<file path="src/rtl/mips_pkg.sv">
// Shared encodings for the multicycle MIPS controller: opcodes, funcs, FSM
// state codes, datapath select encodings and instruction-class indices.
package mips_pkg;

  localparam logic [5:0] OP_RTYPE = 6'h00;
  localparam logic [5:0] OP_J     = 6'h02;
  localparam logic [5:0] OP_JAL   = 6'h03;
  localparam logic [5:0] OP_BEQ   = 6'h04;
  localparam logic [5:0] OP_ORI   = 6'h0D;
  localparam logic [5:0] OP_LUI   = 6'h0F;
  localparam logic [5:0] OP_LW    = 6'h23;
  localparam logic [5:0] OP_SW    = 6'h2B;

  localparam logic [5:0] FN_JR    = 6'h08;
  localparam logic [5:0] FN_ADDU  = 6'h21;
  localparam logic [5:0] FN_SUBU  = 6'h23;

  typedef enum logic [2:0] {
    S_FETCH  = 3'd0,
    S_DECODE = 3'd1,
    S_EXEC   = 3'd2,
    S_MEM    = 3'd3,
    S_WB     = 3'd4
  } state_t;

  localparam logic [1:0] NPC_PC4 = 2'd0, NPC_BR = 2'd1, NPC_J = 2'd2, NPC_JR = 2'd3;
  localparam logic [1:0] DST_RT  = 2'd0, DST_RD = 2'd1, DST_RA = 2'd2;
  localparam logic [1:0] SRC_ALU = 2'd0, SRC_MEM = 2'd1, SRC_PC = 2'd2;
  localparam logic [1:0] ALU_ADD = 2'd0, ALU_SUB = 2'd1, ALU_OR = 2'd2;
  localparam logic [1:0] EXT_ZERO = 2'd0, EXT_SIGN = 2'd1, EXT_HI = 2'd2;

  // One-hot instruction class bit positions
  localparam int C_ADDU = 0;
  localparam int C_SUBU = 1;
  localparam int C_JR   = 2;
  localparam int C_ORI  = 3;
  localparam int C_LUI  = 4;
  localparam int C_LW   = 5;
  localparam int C_SW   = 6;
  localparam int C_BEQ  = 7;
  localparam int C_J    = 8;
  localparam int C_JAL  = 9;
  localparam int C_NOP  = 10;
  localparam int C_NUM  = 11;

  typedef logic [C_NUM-1:0] icls_t;

endpackage

</file>
<file path="src/rtl/mc_idec.sv">
// Instruction classifier: maps the IR word to a one-hot class; anything not
// recognised lands in the nop class.
module mc_idec
  import mips_pkg::*;
(
  input  logic [31:0] i_instr,
  output icls_t       o_cls
);

  logic [5:0] w_op;
  logic [5:0] w_fn;
  logic       w_unused;

  assign w_op     = i_instr[31:26];
  assign w_fn     = i_instr[5:0];
  assign w_unused = ^i_instr[25:6];

  always_comb begin
    o_cls = '0;
    case (w_op)
      OP_RTYPE: begin
        case (w_fn)
          FN_ADDU: o_cls[C_ADDU] = 1'b1;
          FN_SUBU: o_cls[C_SUBU] = 1'b1;
          FN_JR:   o_cls[C_JR]   = 1'b1;
          default: o_cls[C_NOP]  = 1'b1;
        endcase
      end
      OP_ORI:  o_cls[C_ORI] = 1'b1;
      OP_LUI:  o_cls[C_LUI] = 1'b1;
      OP_LW:   o_cls[C_LW]  = 1'b1;
      OP_SW:   o_cls[C_SW]  = 1'b1;
      OP_BEQ:  o_cls[C_BEQ] = 1'b1;
      OP_J:    o_cls[C_J]   = 1'b1;
      OP_JAL:  o_cls[C_JAL] = 1'b1;
      default: o_cls[C_NOP] = 1'b1;
    endcase
  end

endmodule

</file>
<file path="src/rtl/mc_ctrl.sv">
// Multicycle MIPS control FSM. Only state and the retired-instruction counter
// are registered; every control output is decoded combinationally.
module mc_ctrl
  import mips_pkg::*;
#(
  parameter int CNT_W = 32
) (
  input  logic             clk,
  input  logic             reset,
  input  logic [31:0]      instr,
  input  logic             zero,
  input  logic             mem_ready,
  output logic             mem_req,
  output logic             pc_we,
  output logic             ir_we,
  output logic             mem_we,
  output logic             rf_we,
  output logic [1:0]       npc_sel,
  output logic [1:0]       rf_dst,
  output logic [1:0]       rf_src,
  output logic [1:0]       alu_op,
  output logic             alu_srcb,
  output logic [1:0]       ext_op,
  output logic [2:0]       state,
  output logic             instr_done,
  output logic [CNT_W-1:0] instret
);

  state_t           r_state, w_next;
  icls_t            w_cls;
  logic [CNT_W-1:0] r_instret;
  logic             w_req, w_pc, w_ir, w_mw, w_rf, w_done;
  logic             w_jump;

  mc_idec u_idec (.i_instr(instr), .o_cls(w_cls));

  assign w_jump = w_cls[C_J] | w_cls[C_JAL] | w_cls[C_JR];

  // Selects depend on the class alone, so they stay put from EXEC through WB.
  always_comb begin
    rf_dst   = DST_RT;
    rf_src   = SRC_ALU;
    alu_op   = ALU_ADD;
    alu_srcb = 1'b0;
    ext_op   = EXT_ZERO;
    if (w_cls[C_ADDU]) begin
      rf_dst = DST_RD;
    end else if (w_cls[C_SUBU]) begin
      rf_dst = DST_RD;
      alu_op = ALU_SUB;
    end else if (w_cls[C_ORI] | w_cls[C_LUI]) begin
      alu_op   = ALU_OR;
      alu_srcb = 1'b1;
      ext_op   = w_cls[C_LUI] ? EXT_HI : EXT_ZERO;
    end else if (w_cls[C_LW] | w_cls[C_SW]) begin
      alu_srcb = 1'b1;
      ext_op   = EXT_SIGN;
      rf_src   = w_cls[C_LW] ? SRC_MEM : SRC_ALU;
    end else if (w_cls[C_BEQ]) begin
      alu_op = ALU_SUB;
    end else if (w_cls[C_JAL]) begin
      rf_dst = DST_RA;
      rf_src = SRC_PC;
    end
  end

  always_comb begin
    npc_sel = NPC_PC4;
    if (r_state != S_FETCH) begin
      if (w_cls[C_J] | w_cls[C_JAL]) npc_sel = NPC_J;
      else if (w_cls[C_JR])          npc_sel = NPC_JR;
      else if (w_cls[C_BEQ])         npc_sel = NPC_BR;
    end
  end

  always_comb begin
    w_next = r_state;
    w_req  = 1'b0;
    w_pc   = 1'b0;
    w_ir   = 1'b0;
    w_mw   = 1'b0;
    w_rf   = 1'b0;
    w_done = 1'b0;
    case (r_state)
      S_FETCH: begin
        w_req = 1'b1;
        if (mem_ready) begin
          w_ir   = 1'b1;
          w_pc   = 1'b1;
          w_next = S_DECODE;
        end
      end
      S_DECODE: begin
        if (w_jump) begin
          w_pc   = 1'b1;
          w_rf   = w_cls[C_JAL];
          w_done = 1'b1;
          w_next = S_FETCH;
        end else if (w_cls[C_NOP]) begin
          w_done = 1'b1;
          w_next = S_FETCH;
        end else begin
          w_next = S_EXEC;
        end
      end
      S_EXEC: begin
        if (w_cls[C_BEQ]) begin
          w_pc   = zero;
          w_done = 1'b1;
          w_next = S_FETCH;
        end else if (w_cls[C_LW] | w_cls[C_SW]) begin
          w_next = S_MEM;
        end else begin
          w_next = S_WB;
        end
      end
      S_MEM: begin
        w_req = 1'b1;
        w_mw  = w_cls[C_SW];
        if (mem_ready) begin
          w_done = w_cls[C_SW];
          w_next = w_cls[C_SW] ? S_FETCH : S_WB;
        end
      end
      S_WB: begin
        w_rf   = 1'b1;
        w_done = 1'b1;
        w_next = S_FETCH;
      end
      default: w_next = S_FETCH;
    endcase
  end

  // Reset must silence the FETCH request/enables even though state is FETCH.
  assign mem_req    = w_req  & ~reset;
  assign pc_we      = w_pc   & ~reset;
  assign ir_we      = w_ir   & ~reset;
  assign mem_we     = w_mw   & ~reset;
  assign rf_we      = w_rf   & ~reset;
  assign instr_done = w_done & ~reset;
  assign state      = r_state;
  assign instret    = r_instret;

  always_ff @(posedge clk or posedge reset) begin
    if (reset) begin
      r_state   <= S_FETCH;
      r_instret <= '0;
    end else begin
      r_state <= w_next;
      if (w_done) r_instret <= r_instret + CNT_W'(1);
    end
  end

endmodule

</file>
<file path="config.mk">
export PLATFORM = sky130hd
export DESIGN_NAME = mc_ctrl
export DESIGN_NICKNAME = d
export VERILOG_FILES = /design/src/rtl/mips_pkg.sv /design/src/rtl/mc_idec.sv /design/src/rtl/mc_ctrl.sv
export SDC_FILE = /design/constraint.sdc
export NUM_CORES = 1
export LEC_CHECK = 0
export BUFFER_PORTS_ARGS = -buffer_cell sky130_fd_sc_hd__buf_2
export CAP_MARGIN = 20
export CORE_MARGIN = 5
export CORE_UTILIZATION = 45
export CTS_BUF_LIST = sky130_fd_sc_hd__clkbuf_8
export DETAILED_ROUTE_END_ITERATION = 8
export GPL_ROUTABILITY_DRIVEN = 0
export MAX_ROUTING_LAYER = met4
export PLACE_DENSITY = 0.82
export REMOVE_ABC_BUFFERS = 1
export SLEW_MARGIN = 5
export SYNTH_ARGS = -nofsm -noshare
export SYNTH_HDL_FRONTEND = slang
export SYNTH_SLANG_ARGS = --single-unit
</file>
<file path="constraint.sdc">
create_clock -name clk -period 5.1 [get_ports clk]
set_input_delay 0.765 -clock clk [delete_from_list [all_inputs] [get_ports clk]]
set_output_delay 0.765 -clock clk [all_outputs]
set_load 0.02 [all_outputs]
</file>
==> results of run 1 <==
==> worst max-delay path: cells and delay by family <==
family	cells	cell delay, ns
AND/OR/NAND/NOR	4	1.07
AO/OA/AOI/OAI	1	0.38
buffers and inverters	2	0.29
==> placed cells by master (no fill, tap or decap), types with 4 or more instances in the layout <==
| master | instances |
|---|---|
| a21oi_1 | 6 |
| and2_1 | 5 |
| and3_1 | 7 |
| buf_2 | 67 |
| clkbuf_8 | 6 |
| dfrtp_1 | 35 |
| inv_1 | 4 |
| nand2_1 | 23 |
| nand2b_1 | 6 |
| nand3_1 | 12 |
| nand4_1 | 18 |
| nor2_1 | 15 |
| nor3_1 | 6 |
| nor4_1 | 7 |
| xnor2_1 | 28 |
==> flip-flops by register name, summed over array words and instances (netlist names) <==
name,count
instret,32
state,3
==> worst max path at each step <==
stage	end	start	cells after the start
floorplan	pc_we	instr[26]	6
global placement	instr_done	instr[29]	7
detailed placement	instr_done	instr[29]	7
CTS	instr_done	instr[29]	7
global route	pc_we	instr[27]	8
finish	instr_done	instr[29]	7
==> cell families after synthesis <==
family | Yosys count | synth area share, %
and+or+nand+nor | 118 | 33.6
DFF | 35 | 42.9
xor gates and xnor gates | 31 | 13.3
AOI/OAI and AO/OA | 16 | 5.15
buffers and inverters | 13 | 3.19
muxes | 2 | 1.23
adders and majority gates | 1 | 0.613
==> Yosys cell counts, drive strengths merged <==
cell    number  area, um2
xor2         3       26.3
mux2i        1       10.0
nor4bb       1       10.0
nor2        15       56.3
and2b        1       7.51
or3          1       6.26
dfrtp       35        876
a21oi        6       30.0
or4          2       22.5
a211oi       2       15.0
nand3       12       60.1
a31oi        2       12.5
and2         5       31.3
xnor2       28        245
nand2       23       86.3
nor4b        2       32.5
o21ai        3       15.0
a22oi        1       7.51
nor4         7       43.8
nor2b        1       6.26
nor3b        2       15.0
mux2         1       15.0
nand4       18        113
and3         7       43.8
nand2b       6       37.5
buf          4       31.3
o31ai        1       7.51
nand3b       3       22.5
clkbuf       5       18.8
ha           1       12.5
a31o         1       17.5
nor3         8       56.3
inv          4       15.0
and4         3       26.3
nand4b       1       8.76
==> per-layer routing <==
layer | GRT usage (%) | vias to the layer above | routed length [um]
li1 | - | 912 | -
met2 | 27.2 | 52 | 2280
met5 | - | - | 0
met4 | 5.15 | 0 | 48
met3 | 4.75 | 7 | 284
met1 | 22.6 | 880 | 2250
==> power by group <==
group	internal (mW)	total (mW)	switching, mW
combinational	0.0642	0.158	0.0941
sequential	0.303	0.339	0.0362
clock	0.158	0.257	0.0990
==> layout make-up <==
cell class	instances	area share, %
multi-input combinational	168	43.7
sequential	35	34.8
timing repair buffer	68	13.6
clock buffer	6	3.28
tap	52	2.59
clock inverter	2	1.39
inverter	4	0.597
==> stage by stage <==
| stage | instances | utilization, % |
|---|---|---|
| after floorplan | 207 | - |
| after global placement | 327 | 54.7 |
| after detailed placement | 327 | 54.7 |
| after CTS | 335 | 57.4 |
| after global routing | 335 | 57.4 |
| final | 335 | 57.4 |
==> flow_summary.ini, run 1 <==
[critical_path]
r2r_setup_slack_ns = 2.90
arrival_ns = 2.52
path_class = input port to primary output
critPathMaxStageDelay_ns = 0.57
end_kind = primary output
path_cells = buf_2 -> or4_4 -> nor3_4 -> nor3_2 -> a31o_4 -> and2_1 -> buf_2
worst_ep_required_time_ns = 4.34
r2r_cells = 6
path_common_cell = buf_2
rr_endpoint = instret[28]$_DFFE_PP0P_
start_kind = input port
crit_slowest_cell = or4_4
path_max_fanout = 33
reg2reg_from = state[1]$_DFFE_PP0P_

[timing]
hold_violations = 0
finalSetupViolCount = 0
clock_skew_ns = 0.00505
post-route-period-util_pct = 64.3
grt_setup_unrepaired = false
slew_violations = 0
hold-worst-slack_ns = 0.468
relSlewSlack_pct = 56.7
worstMarginPinSlew_ns = 0.648
min_period_ns = 3.28
fmax_mhz = 305
fin_setup_tns_ns = 0
fin_ws_ns = 1.82

[finish]
multi_input_area_um2 = 1100
design_area_um2 = 2520
regArea_um2 = 876
n_fill_cell = 398
num-nets-final = 319
layout-drive-gt1-share_pct = 29.3
syn_to_final_growth_pct = 23.3
num_antenna_cells = 0

[placed_design]
place_area_um2 = 2400
portBuffers = 67
preCtsSetupSlack_ns = 1.81
hpwl_um = 3650

[min_path]
min_path_cells = 1
min_path_type = register to register
min-delay-start = instret[31]$_DFFE_PP0P_
min_to = instret[31]$_DFFE_PP0P_

[die]
die_h_um = 77.3
std_cell_rows = 24
die_area_um2 = 5980
start_util_pct = 46.5
ios = 88
die_w_um = 77.3
coreArea_um2 = 4380

[cts]
cts_buffer_depth = 2
post_cts_buffers = 0
clock-root-buffer = clkbuf_8
cts-hold-fix-buffers = 0
clkTransAtPathRegs_ns = 0.07
htreeDepth = 2
clock_latency_ns = 0.29
tritoncts = built
cts_buffers = 5
ctsResizeCount = 0
clock-sinks = 35

[grt]
grt_pass1_vias = 1819
grt_use_total_pct = 17.5
grt_pass1_wl_um = 8400
grt_max_degree = 34
grt-ovfl-total = 0
antenna_found_initial = 0

[routing]
via_per_inst = 5.53
wl_per_cell_um = 14.5
dr.pass1.iters = 4
routed_wl_um = 4860
drcViolationCount = 0
drt-initial-drc-count = 111
antenna_left = 0
num_vias = 1851

[synthesis]
synth-seq-area-share_pct = 42.9
avgSynthCellArea_um2 = 9.45
yosys_register_bits = 35
synth.cell_area_um2 = 2040
yosysWarnings = 0
postSynthCellCount = 216
synth_cell_types = 40

[power_and_ir_drop]
p_per_area_nw_per_um2 = 300
leakagePower_nw = 1.22
peakVddDrop_mv = 0.138
power_mw = 0.754

[run]
timing.max_cap.violations = 0

[run_status]
outcome = completed
Power figures use the tool's default switching activity.
==> run 2, diff against run 1 <==
==> constraint.sdc (replaced) <==
create_clock -name clk -period 3.26 [get_ports clk]
set_input_delay 0.489 -clock clk [delete_from_list [all_inputs] [get_ports clk]]
set_output_delay 0.489 -clock clk [all_outputs]
set_load 0.02 [all_outputs]
==> run 2 against run 1 <==
Sequential power increased by 56%; via count increased by 1.1%; flip-flop and latch count unchanged; design area about the same; wire length increased by 1.5%; worst setup slack got worse by 1.3 ns; die area unchanged; combinational power increased by 58%; clock-buffer cell count decreased by 1.
==> flow_summary.ini, run 2 (synthesis gave the netlist of run 1 again) <==
[timing]
fmax_mhz = 366
hold-worst-slack_ns = 0.366
slew_violations = 0
relSlewSlack_pct = 58.4
grt_setup_unrepaired = false
hold_violations = 0
finalSetupViolCount = 0
fin_setup_tns_ns = 0
post-route-period-util_pct = 83.9
fin_ws_ns = 0.525
worstMarginPinSlew_ns = 0.622
min_period_ns = 2.74
clock_skew_ns = 0.00864

[critical_path]
arrival_ns = 2.25
crit_slowest_cell = or4_4
path_class = input port to primary output
r2r_setup_slack_ns = 1.03
critPathMaxStageDelay_ns = 0.58
worst_ep_required_time_ns = 2.77
end_kind = primary output
path_common_cell = buf_2
start_kind = input port
reg2reg_from = instret[0]$_DFFE_PP0P_
rr_endpoint = instret[16]$_DFFE_PP0P_
path_cells = buf_2 -> or4_4 -> nor3_4 -> nor3_2 -> a31o_4 -> and2_1 -> buf_2
path_max_fanout = 33
r2r_cells = 7

[die]
die_w_um = 77.3
die_area_um2 = 5980
die_h_um = 77.3
ios = 88
std_cell_rows = 24
start_util_pct = 46.5
coreArea_um2 = 4380

[cts]
htreeDepth = 2
ctsResizeCount = 0
cts-hold-fix-buffers = 0
clock_latency_ns = 0.28
tritoncts = built
cts_buffers = 5
clkTransAtPathRegs_ns = 0.07
post_cts_buffers = 0
clock-sinks = 35
cts_buffer_depth = 2
clock-root-buffer = clkbuf_8

[routing]
routed_wl_um = 4940
antenna_left = 0
wl_per_cell_um = 14.7
dr.pass1.iters = 7
num_vias = 1872
drt-initial-drc-count = 94
drcViolationCount = 0
via_per_inst = 5.57

[grt]
grt_max_degree = 36
grt_use_total_pct = 17.3
grt-ovfl-total = 0
grt_pass1_vias = 1835
antenna_found_initial = 0
grt_pass1_wl_um = 8360

[finish]
largest_reg_flops = 32
final_cell_mix = buf_2 (67), dfrtp_1 (35), xnor2_1 (28)
syn_to_final_growth_pct = 23.4
num-nets-final = 320
num_antenna_cells = 0
layout.cells.most_common = buf_2
layout-drive-gt1-share_pct = 29.6

[min_path]
min_path_type = input port to asynchronous set/reset pin

[power_and_ir_drop]
p_per_area_nw_per_um2 = 461
peakVddDrop_mv = 0.201
leakagePower_nw = 1.23

[placed_design]
hpwl_um = 3620
portBuffers = 67
preCtsSetupSlack_ns = 0.528

[run]
timing.max_cap.violations = 0

[run_status]
outcome = completed
[run 2: changes by cell type in the layout (fill, tap and decap cells not counted), sizes merged]
cell    previous run  this run
clkbuf             6         5
buf               68        69
clkinv             1         2
[run 2: report_power, final]
part | leakage, nW | total, mW | switching (mW) | internal [mW]
Combinational | 0.692 | 0.249 | 0.149 | 0.100
Clock | 0.0581 | 0.385 | 0.157 | 0.227
Sequential | 0.476 | 0.528 | 0.0551 | 0.473
[run 2: how the worst max path moves through the flow]
stage | startpoint | cells past startpoint | end
after floorplan | instr[26] | 6 | pc_we
after global placement | instr[29] | 7 | instr_done
after detailed placement | instr[29] | 7 | instr_done
after CTS | instr[29] | 7 | instr_done
after global routing | instr[26] | 8 | pc_we
final | instr[29] | 7 | instr_done
[run 2: worst max-delay path, delay by kind of cell]
kind                   cells  cell delay, ns
AOI/OAI and AO/OA          1            0.38
and+or+nand+nor            4            1.08
buffers and inverters      2            0.29
[run 2: final cells by class]
type | instances | area, um2
inverters | 4 | 15.0
clock inverters | 3 | 43.8
repair buffers | 69 | 350
multi-input cells | 168 | 1100
fillers | 399 | 1870
clock buffers | 5 | 68.8
flip-flops and latches | 35 | 876
well taps | 52 | 65.1
[run 2: per-layer routing]
metal	share of wire, %	vias to the layer above	track usage, %
li1	-	909	-
met1	46	901	22.5
met2	47	54	26.4
met3	5.5	8	4.40
met4	1.4	0	5.50
met5	0	-	-
[run 2: per-stage QoR]
step | std cells | power [mW] | util [%] | instance area [um2]
6_report | 336 | 1.16 | 57.4 | 2520
5_1_grt | 336 | 1.23 | 57.4 | 2520
4_1_cts | 336 | 1.17 | 57.4 | 2520
3_5_place_dp | 328 | 0.788 | 54.9 | 2410
3_3_place_gp | 328 | 0.777 | 54.9 | 2410
2_1_floorplan | 207 | 0.694 | - | 1990
==> run 3, diff against run 2 <==
--- a/config.mk
+++ b/config.mk
@@ -8,12 +8,12 @@
 export BUFFER_PORTS_ARGS = -buffer_cell sky130_fd_sc_hd__buf_2
 export CAP_MARGIN = 20
 export CORE_MARGIN = 5
-export CORE_UTILIZATION = 45
+export CORE_UTILIZATION = 44
 export CTS_BUF_LIST = sky130_fd_sc_hd__clkbuf_8
 export DETAILED_ROUTE_END_ITERATION = 8
 export GPL_ROUTABILITY_DRIVEN = 0
 export MAX_ROUTING_LAYER = met4
-export PLACE_DENSITY = 0.82
+export PLACE_DENSITY = 0.84
 export REMOVE_ABC_BUFFERS = 1
 export SLEW_MARGIN = 5
 export SYNTH_ARGS = -nofsm -noshare
==> constraint.sdc (replaced) <==
create_clock -name clk -period 2.29 [get_ports clk]
set_input_delay 0.3435 -clock clk [delete_from_list [all_inputs] [get_ports clk]]
set_output_delay 0.3435 -clock clk [all_outputs]
set_load 0.02 [all_outputs]
==> run 3 against run 2 <==
Utilization grew 2.2 points; clock power up 43%; non-clock buffer count grew 10; global-route usage is 0.079 points higher; critical endpoint unchanged; worst setup slack got worse by 0.51 ns; combinational power grew 54%; clock-buffer cell count is the same; total power grew 45%; sequential share of layout area shrank 1.5 points; largest cell class unchanged; critical path depth stayed put; register-to-register slack lost 0.69 ns.
==> flow_summary.ini, run 3 (synthesis gave the netlist of run 1 again) <==
[run_status]
outcome = completed

[power_and_ir_drop]
leakagePower_nw = 1.29
peakVddDrop_mv = 0.331
p_per_area_nw_per_um2 = 639

[cts]
cts_buffers = 5
cts_buffer_depth = 2
clock_latency_ns = 0.29
post_cts_buffers = 0
htreeDepth = 2
tritoncts = built
clock-root-buffer = clkbuf_8
clkTransAtPathRegs_ns = 0.07
clock-sinks = 35

[critical_path]
critPathMaxStageDelay_ns = 0.56
rr_endpoint = instret[29]$_DFFE_PP0P_
r2r_cells = 7
path_depth = 7
arrival_ns = 1.93
path_common_cell = buf_2
critPathTopFamily = simple AND/OR/NAND/NOR gates
path_class = input port to primary output
path_max_fanout = 7
crit_slowest_cell = or4_4
critical_path_buf_inv_count = 2
worst_ep_required_time_ns = 1.95
path_cells = buf_2 -> or4_4 -> nor3_4 -> nor3_2 -> a31o_4 -> and2_1 -> buf_2
reg2reg_from = state[2]$_DFFE_PP0P_
r2r_setup_slack_ns = 0.34
end_kind = primary output
start_kind = input port

[timing]
post-route-period-util_pct = 99.4
hold_violations = 0
relSlewSlack_pct = 70.9
grt_setup_unrepaired = true
finalSetupViolCount = 0
clock_skew_ns = 0.00672
slew_violations = 0
worstMarginPinSlew_ns = 0.437
fin_ws_ns = 0.0149
fmax_mhz = 440
fin_setup_tns_ns = 0
min_period_ns = 2.28

[routing]
met2_length_um = 2670
num_vias = 1917
wl_per_cell_um = 14.9
maxUsedRoutingLayer = met4
drcViolationCount = 0
dr.pass1.iters = 4
wl_met1_um = 2170
wl_met3_um = 269
routed_wl_um = 5160
drt-initial-drc-count = 117
antenna_left = 0
via_per_inst = 5.54

[die]
start_util_pct = 46.2
die_h_um = 78.1
die_area_um2 = 6100
std_cell_rows = 24
coreArea_um2 = 4410
die_w_um = 78.1
ios = 88

[grt]
grt_use_total_pct = 17.4
antenna_found_initial = 0
grt-ovfl-total = 0
grt_pass1_vias = 1901
grt_pass1_wl_um = 8570
grt_max_degree = 36

[min_path]
min_path_type = input port to asynchronous set/reset pin

[finish]
final_cell_mix = buf_2 (66), dfrtp_1 (35), xnor2_1 (28)
largest_reg_flops = 32
layout.cells.most_common = buf_2
layout-drive-gt1-share_pct = 33.0
design_area_um2 = 2630
final_core_util_pct = 59.7
syn_to_final_growth_pct = 29.1
num_antenna_cells = 0
num-nets-final = 330

[run]
timing.max_cap.violations = 0

[placed_design]
place_area_um2 = 2490
portBuffers = 67
preCtsSetupSlack_ns = -0.0945
hpwl_um = 3890
[run 3: worst max-delay path by stage]
stage	startpoint	endpoint	slack, ns
final	instr[28]	instr_done	0.01
after detailed placement	instr[26]	pc_we	-0.09
after global routing	instr[26]	instr_done	-0.03
after floorplan	instr[26]	pc_we	-0.001
after global placement	instr[26]	pc_we	-0.02
after CTS	instr[26]	instr_done	0.006
[run 3: area by class of cell]
cell class | count | area, um2
Fill cell | 383 | 1780
Multi-Input combinational cell | 168 | 1120
Sequential cell | 35 | 876
Timing Repair Buffer | 79 | 440
Clock buffer | 5 | 68.8
Tap cell | 52 | 65.1
Clock inverter | 3 | 43.8
Inverter | 4 | 15.0
[run 3: what timing repair did]
action                                  CTS  global route
gates cloned                              0             0
hold buffers                              0             0
hold endpoints to repair                  0             0
gates resized for setup                   4             2
endpoints found under the setup margin    1             2
[run 3: worst reg2reg max path, delay by kind of cell, from the launching register on]
family | cells | cell delay, ns
buffers and inverters | 2 | 0.29
AND/OR/NAND/NOR | 2 | 0.39
XOR/XNOR | 1 | 0.18
AO/OA/AOI/OAI | 2 | 0.47
flip-flops | 1 | 0.53
[run 3: power by group]
part / switching (mW) / total, mW / internal, mW
clock: 0.226 / 0.549 / 0.324
combinational: 0.221 / 0.383 / 0.162
sequential: 0.0784 / 0.752 / 0.674
total: 0.525 / 1.68 / 1.16
[run 3: per-stage QoR]
stage | cells | total power, mW | hold slack [ns]
after floorplan | 207 | 0.988 | 0.508
after detailed placement | 338 | 1.14 | 0.462
final | 346 | 1.68 | 0.236
after CTS | 346 | 1.70 | 0.230
after global routing | 346 | 1.77 | 0.293
after global placement | 338 | 1.13 | 0.459
[run 3: per-layer routing]
metal  GRT usage [%]  vias up
li1                -      927
met1            20.1      936
met2            30.0       47
met3            4.81        7
met4            3.72        0
met5               -        -
